$ cat config.mk
export PLATFORM = sky130hd
export DESIGN_NAME = alu_hs_flat
export DESIGN_NICKNAME = d
export VERILOG_FILES = /design/src/rtl/alu_hs_if.sv /design/src/rtl/alu_hs.sv /design/src/flat_wrapper.sv
export SDC_FILE = /design/constraint.sdc
export NUM_CORES = 1
export LEC_CHECK = 0
export ABC_CLOCK_PERIOD_IN_PS = 4200
export CAP_MARGIN = 40
export CORE_ASPECT_RATIO = 0.7
export CORE_UTILIZATION = 40
export CTS_BUF_LIST = sky130_fd_sc_hd__clkbuf_8
export DETAILED_ROUTE_END_ITERATION = 12
export PLACE_DENSITY = 0.7
export SYNTH_ARGS = -nofsm -noshare
export SYNTH_HDL_FRONTEND = slang
export SYNTH_SLANG_ARGS = --single-unit
$ cat constraint.sdc
create_clock -name clk -period 4.2 [get_ports clk]
set_input_delay 0.84 -clock clk [delete_from_list [all_inputs] [get_ports clk]]
set_output_delay 0.84 -clock clk [all_outputs]
set_load 0.005 [all_outputs]
$ cat src/rtl/alu_hs_if.sv
// alu_hs_if: request/response handshake bundle between a sequencer and alu_hs.
// Latency: none, wires only.
// Backpressure: req_ready stalls the requester; rsp_ready stalls the ALU in DONE.
interface alu_hs_if #(
  parameter int WIDTH = 4
);
  logic             req_valid;
  logic             req_ready;
  logic [WIDTH-1:0] A;
  logic [WIDTH-1:0] B;
  logic [2:0]       op;
  logic             rsp_valid;
  logic             rsp_ready;
  logic [WIDTH-1:0] result;
  logic             carry;
  logic             zero;

  // Requester / response consumer side.
  modport master (
    output req_valid, A, B, op, rsp_ready,
    input  req_ready, rsp_valid, result, carry, zero
  );

  // ALU side.
  modport slave (
    input  req_valid, A, B, op, rsp_ready,
    output req_ready, rsp_valid, result, carry, zero
  );
endinterface

$ cat src/rtl/alu_hs.sv
// alu_hs: registered ALU behind req/rsp valid-ready handshakes; ALU_MUL_EN adds an iterative shift-add multiplier on op 111.
// Latency: single-cycle ops respond one edge after accept; multiply responds WIDTH+1 edges after accept.
// Backpressure: one op in flight; req_ready low from accept until the response handshake, DONE held while rsp_ready low.
module alu_hs #(
  parameter int WIDTH = 4
) (
  input logic   clk,
  input logic   rst,
  alu_hs_if.slave bus
);

`ifdef ALU_MUL_EN
  typedef enum logic [1:0] {IDLE = 2'd0, BUSY = 2'd1, DONE = 2'd2} state_t;
`else
  typedef enum logic [1:0] {IDLE = 2'd0, DONE = 2'd2} state_t;
`endif

  state_t           state;
  state_t           state_nxt;
  logic             accept;
  logic             rsp_hs;
  logic [WIDTH:0]   ext;
  logic [WIDTH-1:0] alu_res;
  logic             alu_cy;

`ifdef ALU_MUL_EN
  localparam int CW = (WIDTH > 1) ? $clog2(WIDTH) : 1;
  localparam logic [CW-1:0] CNT_LAST = CW'(WIDTH - 1);

  logic [WIDTH-1:0]   mcand;  // captured multiplicand
  logic [2*WIDTH-1:0] acc;    // {partial product, remaining multiplier bits}
  logic [CW-1:0]      cnt;
  logic               fin;    // all WIDTH steps done, publish on next edge
  logic [WIDTH:0]     psum;

  assign psum = {1'b0, acc[2*WIDTH-1:WIDTH]} + (acc[0] ? {1'b0, mcand} : '0);
`endif

  // rst is folded in so nothing is accepted during a reset cycle.
  assign bus.req_ready = (state == IDLE) && !rst;
  assign bus.rsp_valid = (state == DONE);
  assign accept        = bus.req_valid && bus.req_ready;
  assign rsp_hs        = bus.rsp_valid && bus.rsp_ready;

  // Single-cycle ops evaluated from the operands presented at the accept edge.
  always_comb begin
    ext     = '0;
    alu_res = '0;
    alu_cy  = 1'b0;
    case (bus.op)
      3'b000: begin
        ext     = {1'b0, bus.A} + {1'b0, bus.B};
        alu_res = ext[WIDTH-1:0];
        alu_cy  = ext[WIDTH];
      end
      3'b001: begin
        ext     = {1'b0, bus.A} - {1'b0, bus.B};
        alu_res = ext[WIDTH-1:0];
        alu_cy  = ext[WIDTH];  // wraps to 1 exactly when A < B
      end
      3'b010: alu_res = bus.A & bus.B;
      3'b011: alu_res = bus.A | bus.B;
      3'b100: alu_res = bus.A ^ bus.B;
      3'b101: begin
        alu_res = {bus.A[WIDTH-2:0], 1'b0};
        alu_cy  = bus.A[WIDTH-1];
      end
      3'b110: begin
        alu_res = {1'b0, bus.A[WIDTH-1:1]};
        alu_cy  = bus.A[0];
      end
      default: ;  // op 111 without the multiplier: result 0, carry 0
    endcase
  end

  // State register.
  always_ff @(posedge clk) begin
    if (rst) state <= IDLE;
    else     state <= state_nxt;
  end

  // Next-state logic.
  always_comb begin
    state_nxt = state;
    case (state)
      IDLE: begin
        if (accept) begin
`ifdef ALU_MUL_EN
          state_nxt = (bus.op == 3'b111) ? BUSY : DONE;
`else
          state_nxt = DONE;
`endif
        end
      end
`ifdef ALU_MUL_EN
      BUSY:    if (fin) state_nxt = DONE;
`endif
      DONE:    if (rsp_hs) state_nxt = IDLE;
      default: state_nxt = IDLE;
    endcase
  end

  // Output registers and multiplier datapath; outputs only change on accept or multiply completion.
  always_ff @(posedge clk) begin
    if (rst) begin
      bus.result <= '0;
      bus.carry  <= 1'b0;
      bus.zero   <= 1'b0;
`ifdef ALU_MUL_EN
      mcand      <= '0;
      acc        <= '0;
      cnt        <= '0;
      fin        <= 1'b0;
`endif
    end else begin
      if (accept) begin
`ifdef ALU_MUL_EN
        if (bus.op == 3'b111) begin
          mcand <= bus.A;
          acc   <= {{WIDTH{1'b0}}, bus.B};
          cnt   <= '0;
          fin   <= 1'b0;
        end else
`endif
        begin
          bus.result <= alu_res;
          bus.carry  <= alu_cy;
          bus.zero   <= (alu_res == '0);
        end
      end
`ifdef ALU_MUL_EN
      if (state == BUSY) begin
        if (!fin) begin
          acc <= {psum, acc[WIDTH-1:1]};
          if (cnt == CNT_LAST) fin <= 1'b1;
          else                 cnt <= cnt + 1'b1;
        end else begin
          bus.result <= acc[WIDTH-1:0];
          bus.carry  <= |acc[2*WIDTH-1:WIDTH];
          bus.zero   <= ~|acc[WIDTH-1:0];
          fin        <= 1'b0;
          cnt        <= '0;
        end
      end
`endif
    end
  end

endmodule

$ cat src/flat_wrapper.sv
// flat-port wrapper written by rule: the top's interface ports become plain ports
module alu_hs_flat 
#(
  parameter int WIDTH = 4
)
  (clk, rst, bus_req_valid, bus_A, bus_B, bus_op, bus_rsp_ready, bus_req_ready, bus_rsp_valid, bus_result, bus_carry, bus_zero);
  alu_hs_if #(.WIDTH(WIDTH)) bus_i ();
  input logic clk;
  input logic rst;
  input wire logic [$bits(bus_i.req_valid)-1:0] bus_req_valid;
  input wire logic [$bits(bus_i.A)-1:0] bus_A;
  input wire logic [$bits(bus_i.B)-1:0] bus_B;
  input wire logic [$bits(bus_i.op)-1:0] bus_op;
  input wire logic [$bits(bus_i.rsp_ready)-1:0] bus_rsp_ready;
  output wire logic [$bits(bus_i.req_ready)-1:0] bus_req_ready;
  output wire logic [$bits(bus_i.rsp_valid)-1:0] bus_rsp_valid;
  output wire logic [$bits(bus_i.result)-1:0] bus_result;
  output wire logic [$bits(bus_i.carry)-1:0] bus_carry;
  output wire logic [$bits(bus_i.zero)-1:0] bus_zero;
  assign bus_i.req_valid = bus_req_valid;
  assign bus_i.A = bus_A;
  assign bus_i.B = bus_B;
  assign bus_i.op = bus_op;
  assign bus_i.rsp_ready = bus_rsp_ready;
  assign bus_req_ready = bus_i.req_ready;
  assign bus_rsp_valid = bus_i.rsp_valid;
  assign bus_result = bus_i.result;
  assign bus_carry = bus_i.carry;
  assign bus_zero = bus_i.zero;
  alu_hs #(.WIDTH(WIDTH)) u_core (.clk(clk), .rst(rst), .bus(bus_i));
endmodule
==> reports/metrics.csv <==
metric;value;unit
die_h;40.9;um
ys_ff_latch;7;
firstDrtPassIters;4;
min_period;2.91;ns
async_reset_ff_frac;0;
clkTransAtPathRegs;0.04;ns
grt.total_usage;0.181;
ir_worst_vdd;0.000184;V
nets;156;
period_share;0.694;
min_path_type;register to register;
fmax;343;MHz
start_kind;input port;
clock_skew;0.00359;ns
setup_tns;0;ns
clock-sinks;7;
fin_util;0.583;
setup_ws;1.29;ns
clk_path_buf_depth;2;
gp_congestion;0.835;
insertion_delay;0.23;ns
cts_resized;0;
design_area;1130;um^2
antenna_found_initial;0;
syn_inst;104;
rsz0062_at_grt;no;
port_buffers;22;
ant_nets;0;
tightestPinTransition;0.564;ns
hpwl;1600;um
cts_hold_buffers;0;
synth_edf_count;0;
path_max_fanout;8;
synth.distinct_cells;40;
start_util;0.447;
drive_above_1_share;0.103;
cts_tree;yes;
syn_nets;133;
grt_pass1_wl;3130;um
diodes;0;
cts_setup_buffers;0;
die-area;2350;um^2
viasPerCell;5.37;
arrival;2.07;ns
synthFlopType;dfxtp_1;
post-place-ws;1.25;ns
synth_top_area_cell;ha_1;
timing.hold.ws;0.474;ns
gr-total-overflow;0;
synth_top_area_frac;0.174;
wl_per_cell;13.0;um
htreeDepth;1;
syn_area;865;um^2
hold_violations;0;
power;0.267;mW
synth_area_leaders;ha_1, dfxtp_1, inv_1, fa_1, nand2b_1;
crit_path_end_kind;output port;
grt_pass1_vias;714;
status;finished, final reports clean;
crit_type;input port to output port;
grt_max_degree;16;
setup_violations;0;
dpl-instance-area;1080;um^2
die_w;57.6;um
drt_first_iter_violations;23;
cts_made_buffers;3;
dp_cells;144;
syn_area_per_cell;8.31;um^2
cp.required;3.36;ns
std_cell_rows;13;
ios;23;
slew_headroom;0.623;
drv_cap;0;
synth_warnings;0;
yosysSeqAreaShare;0.162;
cts-root-buf;clkbuf_8;
synthToLayoutAreaGrowth;30.5;%
leakage;0.504;nW
routed_wl;1920;um
vias;795;
synth_commonest_cells;ha_1, inv_1, dfxtp_1;
powerDensity;236;nW/um^2
layout.cells.non_filler;148;
fp.coreArea;1940;um^2
drc;0;
slew_violations;0;
[critical path, cell delays in order]
cell,delay (ns)
clkdlybuf4s50_1,0.51
nor2_1,0.19
clkdlybuf4s50_1,0.52
[per-layer routing]
metal | share of wire | wire (um) | global-route usage | vias up
met1 | 0.54 | 1030 | 0.248 | 368
met2 | 0.42 | 801 | 0.285 | 14
li1 | - | - | - | 411
met5 | 0 | 0 | 0 | -
met4 | 0.0052 | 10 | 0.0366 | 0
met3 | 0.040 | 76 | 0.0536 | 2
[report_power, final]
part / internal (mW) / total (mW) / switching [mW]
logic: 0.0518 / 0.0998 / 0.0480
registers: 0.0723 / 0.0753 / 0.00296
clock network: 0.0631 / 0.0917 / 0.0286
[cell families (layout without fill, tap and decap cells)]
family                   Yosys count  after routing  share of synthesized area
multiplexers                       3              3                     0.0347
adder cells (fa/ha/maj)           14             14                      0.220
XOR/XNOR                           3              3                     0.0304
buffers and inverters             16             38                     0.0854
AO/OA/AOI/OAI                     31             31                      0.250
flip-flops                         7              7                      0.162
AND/OR/NAND/NOR                   30             30                      0.217
[final timing paths]
kind	start	end	slack, ns	cells after the start
setup / recovery	rst	bus_req_ready	1.29	3
hold / removal	u_core.bus.result[1]	u_core.bus.result[1]	0.47	2
setup reg to reg	u_core.state[1]	u_core.bus.zero	2.94	4
hold reg to reg	u_core.bus.result[1]	u_core.bus.result[1]	0.47	2
[final cells by class]
type / instances / area [um^2]
inverter: 12 / 45.0
clock inverter: 1 / 3.75
tap: 22 / 27.5
multi-input combinational: 81 / 651
sequential: 7 / 140
clock buffer: 3 / 41.3
fill: 183 / 807
timing repair buffer: 22 / 220
[sequential cells by signal (all words and copies together), names as in the netlist]
register / flops
u_core.bus.result: 4
u_core.bus.carry: 1
u_core.bus.zero: 1
u_core.state: 1
[cell usage in the layout (no fill, tap or decap), drive strengths merged, types with 2 or more instances in the layout]
cell type      Yosys  final
nand2              6      6
mux2i              3      3
inv               12     13
nor3               2      2
o22ai              2      2
o21ai              8      8
nor2               4      4
ha                12     12
fa                 2      2
a22oi              3      3
nand3b             3      3
dfxtp              7      7
xor2               3      3
nor2b              3      3
a211oi             2      2
a221oi             2      2
clkbuf             0      3
a21oi              7      7
nand2b             5      5
and3               2      2
clkdlybuf4s50      0     22
Note: power is estimated with default switching activity, not from simulation.
